**src/rtl/sub_result_stage.sv**
```systemverilog
// Registered output stage behind the 64-bit subtractor: captures the difference
// and derives {V,N,Z,C}. It also adds a 2-entry skid buffer on a valid/ready handshake.
// Optional sticky overflow flag: define SUB_RESULT_STICKY_OVF_EN.
module sub_result_stage #(
    parameter int WIDTH = 64
) (
    input  logic             clk,
    input  logic             rst,
    input  logic             in_valid,
    output logic             in_ready,
    input  logic [WIDTH-1:0] in_diff,
    input  logic             in_carry,
    input  logic             in_a_sign,
    input  logic             in_b_sign,
    output logic             out_valid,
    input  logic             out_ready,
    output logic [WIDTH-1:0] out_diff,
    output logic [3:0]       out_flags
`ifdef SUB_RESULT_STICKY_OVF_EN
    ,
    output logic             ovf_sticky,
    input  logic             ovf_clr
`endif
);

    // Handshake: a beat moves across a port on any rising edge where valid and
    // ready are both high. Valid never depends on ready. in_ready comes only
    // from the state register, never from out_ready.
    typedef enum logic [1:0] {
        EMPTY = 2'd0,
        ONE   = 2'd1,
        FULL  = 2'd2
    } state_t;

    state_t state, next_state;

    logic [WIDTH+3:0] main_data, skid_data;
    logic [WIDTH+3:0] in_beat;
    logic [3:0]       in_flags;
    logic             main_valid, skid_valid;
    logic             acc, pop;
    logic             load_main_in, load_main_skid, load_skid;

    assign in_flags = {(in_a_sign != in_b_sign) && (in_diff[WIDTH-1] != in_a_sign),
                       in_diff[WIDTH-1],
                       (in_diff == '0),
                       in_carry};
    assign in_beat  = {in_flags, in_diff};

    assign main_valid = (state != EMPTY);
    assign skid_valid = (state == FULL);
    assign in_ready   = !skid_valid;
    assign out_valid  = main_valid;
    assign out_diff   = main_data[WIDTH-1:0];
    assign out_flags  = main_data[WIDTH+3:WIDTH];

    assign acc = in_valid && in_ready;
    assign pop = out_valid && out_ready;

    always_ff @(posedge clk) begin
        if (rst) state <= EMPTY;
        else     state <= next_state;
    end

    always_comb begin
        next_state     = state;
        load_main_in   = 1'b0;
        load_main_skid = 1'b0;
        load_skid      = 1'b0;
        case (state)
            EMPTY: begin
                if (acc) begin
                    next_state   = ONE;
                    load_main_in = 1'b1;
                end
            end
            ONE: begin
                if (acc && !pop) begin
                    next_state = FULL;
                    load_skid  = 1'b1;
                end else if (acc && pop) begin
                    load_main_in = 1'b1;
                end else if (pop) begin
                    next_state = EMPTY;
                end
            end
            FULL: begin
                if (pop) begin
                    next_state     = ONE;
                    load_main_skid = 1'b1;
                end
            end
            default: next_state = EMPTY;
        endcase
    end

    // Registers keep their contents when not loaded, so out_* hold under backpressure.
    always_ff @(posedge clk) begin
        if (rst) begin
            main_data <= '0;
            skid_data <= '0;
        end else begin
            if (load_main_in)        main_data <= in_beat;
            else if (load_main_skid) main_data <= skid_data;
            if (load_skid)           skid_data <= in_beat;
        end
    end

`ifdef SUB_RESULT_STICKY_OVF_EN
    // A set on a popped overflow beat takes priority over a same-edge clear.
    always_ff @(posedge clk) begin
        if (rst)                              ovf_sticky <= 1'b0;
        else if (pop && main_data[WIDTH+3])   ovf_sticky <= 1'b1;
        else if (ovf_clr)                     ovf_sticky <= 1'b0;
    end
`endif

endmodule
```
**config.mk**
```make
export PLATFORM = sky130hd
export DESIGN_NAME = sub_result_stage
export DESIGN_NICKNAME = d
export VERILOG_FILES = /design/src/rtl/sub_result_stage.sv
export SDC_FILE = /design/constraint.sdc
export NUM_CORES = 1
export LEC_CHECK = 0
export BUFFER_PORTS_ARGS = -buffer_cell sky130_fd_sc_hd__buf_4
export CORE_MARGIN = 2
export CORE_UTILIZATION = 54
export CTS_BUF_LIST = sky130_fd_sc_hd__clkbuf_4 sky130_fd_sc_hd__clkbuf_8
export CTS_CLUSTER_SIZE = 40
export DETAILED_ROUTE_END_ITERATION = 6
export GPL_ROUTABILITY_DRIVEN = 0
export PLACE_DENSITY = 0.87
export SYNTH_ARGS = -nofsm -noshare
export SYNTH_HDL_FRONTEND = slang
export SYNTH_SLANG_ARGS = --single-unit
```
**constraint.sdc**
```tcl
create_clock -name clk -period 1.84 [get_ports clk]
set_input_delay 0.092 -clock clk [delete_from_list [all_inputs] [get_ports clk]]
set_output_delay 0.092 -clock clk [all_outputs]
set_load 0.1 [all_outputs]
```
==> reports/metrics.cfg, run 1 <==
[outcome]
outcome = completed

[global_route]
grt_use_total_pct = 29.9
grt_max_degree = 137
grt_remaining_overflow = 0
grt_pass1_wl_um = 24400
grt_pass1_vias = 5176
antenna_found_initial = 0

[setup_path]
cp_common_cell = buf_4
cp-start-kind = input port
startpoint = in_diff[53]
cp_max_fo = 3
cp_cell_sequence = dlygate4sd3_1 > buf_4 > nor4_1 > buf_4 > nand4_1 > or4_4 > a211oi_1
slowest_stage = dlygate4sd3_1
path_buf_inv = 3
worstSetupPathType = in2reg
r2r_start = state[0]
crit_family = simple AND/OR/NAND/NOR gates
cpPeakStageDelay_ns = 0.53
crit_required_ns = 2.18
cp-end-kind = flip-flop
worstPathArrival_ns = 2.14

[floorplanning]
die_y_um = 102
die_area_sq_um = 10300
core_area_sq_um = 9240
start_util_pct = 55.7
die_w_um = 102
io_pins = 141
floorplan.rows = 35

[yosys]
syn_nets = 701
synth_top_area_share_pct = 52.9
synth-seq-cells = 136
yosysUniqueCellTypes = 20
syn_avg_cell_area_sq_um = 8.17
syn_area_sq_um = 5150
synth-edff-count = 0
yosysSeqAreaShare_pct = 52.9
yosysTopAreaCell = dfxtp_1
synth.area.top_cells = dfxtp_1 (53%), nand2_1 (14%), a21oi_1 (13%)
ys_top_cells_by_count = nand2_1 (197), dfxtp_1 (136), a21oi_1 (134), a22oi_1 (65), clkbuf_1 (31)
synth_flop_cell = dfxtp_1
yosysWarnings = 0
async_flop_share_pct = 0
yosysMostFrequentCell = nand2_1
synthCells = 630

[detailed_routing]
drtIter0Drc = 243
num_vias = 5402
vias_per_cell = 5.63
top_layer = met4
wl_met1_um = 6200
drcViolationCount = 0
ant_nets = 0
met2_length_um = 8160
wl_met3_um = 1120
drt-total-wl_um = 15900
drt_first_pass_iters = 5
wl_per_cell_um = 16.6

[power_and_ir_drop]
vdd_drop_max_uv = 624
power_density_nw_per_um2 = 1000
power.leakage_nw = 2.86

[timing]
drv_slew = 0
layout_worst_path_cycle_share_pct = 97.9
hold_viol = 0
timing.setup.tns_ns = 0
relSlewSlack_pct = 61.4
hold_ws_ns = 0.142
finClkSkew_ns = 0.0157
setup_viol = 0
fmax_ghz = 0.555
rsz0062_at_grt = false
tightest_slew_ns = 0.578
finalCriticalPeriod_ns = 1.80

[clocking]
root_buffer = clkbuf_8
h-tree-depth = 4
post-cts-setup-buffers = 0
path_clk_slew_ns = 0.07
clockBufferDepth = 2
insertion_delay_ns = 0.43
numCtsBuffers = 17
cts_tree = built
cts.sinks = 136

[finish]
nFillCells = 549
drive_gt1_share_pct = 24.5
final_util_pct = 81.0
layout.cells.non_filler = 960
final_area_sq_um = 7480
nets = 889
area_growth_syn_to_layout_pct = 45.4
antenna_cells = 0

[hold_path]
worstHoldStart = in_valid
hold_class = in2reg

[run]
cap_violations = 0

[placement]
hpwl_um = 9010
placement.cell_area_sq_um = 6340
placement.io_buffers = 140
dp.cells = 862

## routing by layer
metal / up-vias / GRT usage (%)
met1: 2530 / 34.8
met5: - / 0
met3: 43 / 7.45
met4: 0 / 13.4
met2: 265 / 51.8
li1: 2564 / -
## cell usage in the layout, fill, tap and decap left out, drive strengths merged, types with 2 or more instances in the layout
cell,count
nand4,4
nor2,7
clkinv,4
nor2b,4
buf,155
a21oi,134
clkinvlp,4
a22oi,65
dfxtp,136
nand2b,3
clkbuf,18
nand2,197
nor4,16
bufinv,4
or2,2
dlygate4sd3,66
inv,2
a211oi,6
## worst paths after layout
kind | endpoint | slack [ns] | cells past startpoint
setup / recovery | main_data[65] | 0.04 | 7
hold reg to reg | main_data[29] | 0.46 | 2
hold / removal | state[0] | 0.14 | 4
setup reg to reg | main_data[16] | 0.14 | 5
## worst register-to-register path, delay by kind of cell, from the launching register on
family / cells / cell delay (ns)
AO/OA/AOI/OAI: 2 / 0.47
flip-flops: 1 / 0.40
buffers and inverters: 1 / 0.29
AND/OR/NAND/NOR: 2 / 0.42
## report_power, final
part	switching, mW	internal (mW)	leakage (nW)
Sequential	0.0797	3.08	1.11
Clock	1.18	1.52	0.212
Combinational	1.16	0.480	1.54
Total	2.42	5.08	2.86
## through the flow
stage / power [mW] / setup WS (ns)
final: 7.50 / 0.0392
after global placement: 4.69 / 0.172
after global routing: 7.73 / 0.00638
after CTS: 7.48 / 0.0624
after detailed placement: 4.71 / 0.160
after floorplan: 4.27 / 0.161
## logic make-up after synthesis
kind of cell           share of synthesized area (%)
buffers and inverters                           4.18
flip-flops                                      52.9
multiplexers                                   0.194
AND/OR/NAND/NOR                                 19.2
AO/OA/AOI/OAI                                   23.5
## what timing repair did
item / CTS / global route
hold buffers: 66 / 0
gates resized for setup: 0 / 7
setup endpoints to repair: 0 / 2
endpoints found under the hold margin: 120 / 0
## area by class of cell
type / count / area, sq um / area share, %
clock buffers: 18 / 248 / 3.31
multi-input cells: 442 / 2280 / 30.5
clock inverters: 14 / 195 / 2.61
repair buffers: 221 / 1870 / 25.0
well taps: 129 / 161 / 2.16
flip-flops and latches: 136 / 2720 / 36.4
## sequential cells by signal, indices dropped and copies added (netlist names)
| name | flops |
|---|---|
| main_data | 67 |
| skid_data | 67 |
| state | 2 |
No activity file was read; power rests on OpenSTA's default activity.
==> run 2: changes to the inputs <==
CORE_UTILIZATION = 23   (was 54)
CTS_BUF_LIST = sky130_fd_sc_hd__clkbuf_8   (was sky130_fd_sc_hd__clkbuf_4 sky130_fd_sc_hd__clkbuf_8)
PLACE_DENSITY = 0.47   (was 0.87)
SKIP_LAST_GASP = 1   (was default)
==> run 2 against run 1 <==
Effect of this change:
- largest cell class unchanged
- the flow now finishes with violations (negative setup slack)
- fmax shrank 3.5%
- final cell count grew 16%
- sequential power about the same
- non-clock buffer count grew 5
- worst setup slack worse by 0.066 ns
- highest routed layer unchanged
- design area up 3.3%
==> reports/metrics.cfg, run 2 (synthesized netlist as in run 1, its figures left out) <==
[setup_path]
worstSetupPathType = in2reg
cp-end-kind = flip-flop
crit_required_ns = 2.19  ; about the same
r2r_slack_ns = 0.29  ; +0.15 ns
slowest_stage = or4_1
worstPathArrival_ns = 2.22  ; +0.08 ns
cpPeakStageDelay_ns = 0.58  ; +0.05 ns
cp_max_fo = 3  ; unchanged
cp_cell_sequence = dlygate4sd3_1 > buf_4 > nor4_2 > nand4_1 > or4_1 > a211oi_1
cp-start-kind = input port

[finish]
drive_gt1_share_pct = 24.8  ; +0.21 points
top_regs = main_data: 67 flops, skid_data: 67 flops, state: 2 flops
nets = 894  ; +0.56%
layout_commonest_cell = nand2_1
antenna_cells = 0  ; unchanged
area_growth_syn_to_layout_pct = 50.2
final_util_pct = 35.3  ; -46 points
layout.cells.non_filler = 1116  ; +16%
layout.cells.most_common_list = nand2_1 (196), buf_4 (153), dfxtp_1 (136)

[global_route]
grt_pass1_vias = 4881  ; -5.7%
grt_pass1_wl_um = 26600  ; +8.9%
grt_use_total_pct = 14.2  ; -16 points
antenna_found_initial = 0  ; unchanged
grt_util_met3_pct = 3.61  ; -3.8 points
grt_remaining_overflow = 0  ; unchanged
grt_max_degree = 54  ; -61%
grt-busiest-layer = met2
use_met2_pct = 22.6  ; -29 points
grt_use_met1_pct = 19.4  ; -15 points

[placement]
placement.setup.worst_slack_ns = 0.0183  ; -0.142 ns
hpwl_um = 10900  ; +21%
placement.io_buffers = 140  ; unchanged
dp.cells = 1018  ; +18%

[clocking]
h-tree-depth = 4  ; unchanged
root_buffer = clkbuf_8
insertion_delay_ns = 0.44  ; about the same
numCtsBuffers = 17  ; unchanged
path_clk_slew_ns = 0.08  ; about the same
post-cts-setup-buffers = 0  ; unchanged
clockBufferDepth = 2  ; unchanged
cts.sinks = 136  ; unchanged
cts_tree = built

[floorplanning]
start_util_pct = 23.5  ; -32 points
floorplan.rows = 54  ; +54%
io_pins = 141  ; unchanged
die_area_sq_um = 23600  ; +130%
die_y_um = 154  ; +51%
die_w_um = 154  ; +51%
core_area_sq_um = 21900  ; +140%

[detailed_routing]
drtIter0Drc = 290  ; +19%
num_vias = 5125  ; -5.1%
vias_per_cell = 4.59  ; -18%
drt_first_pass_iters = 5  ; unchanged
wl_per_cell_um = 15.3  ; -7.5%
drt-total-wl_um = 17100  ; +7.5%
ant_nets = 0  ; unchanged
drcViolationCount = 0  ; unchanged

[timing]
hold_viol = 0  ; unchanged
tightest_slew_ns = 0.449  ; -0.129 ns
fmax_ghz = 0.536  ; -3.5%
relSlewSlack_pct = 70.0  ; +8.6 points
finClkSkew_ns = 0.0131  ; -0.00256 ns
layout_worst_path_cycle_share_pct = 101  ; +3.6 points
fin_ws_ns = -0.0266  ; -0.0658 ns
setup_viol = 1  ; +1
drv_slew = 0  ; unchanged
rsz0062_at_grt = false
finalCriticalPeriod_ns = 1.87  ; +0.0658 ns

[power_and_ir_drop]
power.leakage_nw = 2.90  ; +1.3%
power_density_nw_per_um2 = 968  ; -3.4%
p_total_mw = 7.49  ; -0.18%
vdd_drop_max_uv = 418  ; -33%

[hold_path]
hold_class = in2reg

[run]
cap_violations = 0  ; unchanged

[outcome]
outcome = finished with violations
failed_checks = negative setup slack

run 2: cell types whose count changed in the layout (fill, tap and decap cells not counted), moves of 2 or more:
cell	delta
buf_12	+3
buf_4	+2
clkbuf_8	+2
inv_1	+2
nor4_1	-2
nor4_2	+2
run 2: layout make-up:
type / instances / area, sq um
flip-flops and latches: 136 / 2720
clock inverters: 12 / 150
clock buffers: 20 / 275
well taps: 280 / 350
repair buffers: 226 / 1950
fillers: 2350 / 14200
multi-input cells: 442 / 2290
run 2: routing by layer:
metal  share of wire, %  wire (um)
met5                  0          0
met3                5.4        929
met2                 45       7750
met1                 49       8310
met4               0.77        132
run 2: per-stage QoR:
step                TNS, ns  area [sq um]  hold slack, ns
floorplan                 0          5150           0.228
global placement          0          6600           0.357
detailed placement        0          6600           0.366
CTS                       0          7690          0.0654
global route              0          7730          0.0838
finish              -0.0266          7730          0.0929
run 2: critical path: cells and delay by family:
kind / cells / cell delay, ns
buffers and inverters: 2 / 0.69
AO/OA/AOI/OAI: 1 / 0.26
AND/OR/NAND/NOR: 3 / 1.19
run 2: power breakdown:
group	switching, mW	internal, mW	leakage [nW]
registers	0.0714	3.08	1.11
logic	1.17	0.498	1.58
clock network	1.23	1.44	0.210
total	2.47	5.02	2.90
run 2: repair_timing:
item | CTS | global route
hold buffers | 66 | 0
endpoints found under the hold margin | 131 | 0
endpoints found under the setup margin | 0 | 2
resized for setup | 0 | 7
run 2: final timing paths:
kind	from	end	depth (start not counted)
hold / removal	in_diff[52]	skid_data[65]	5
hold reg to reg	skid_data[4]	skid_data[4]	2
setup reg to reg	state[1]	main_data[62]	4
setup / recovery	in_diff[27]	main_data[65]	6
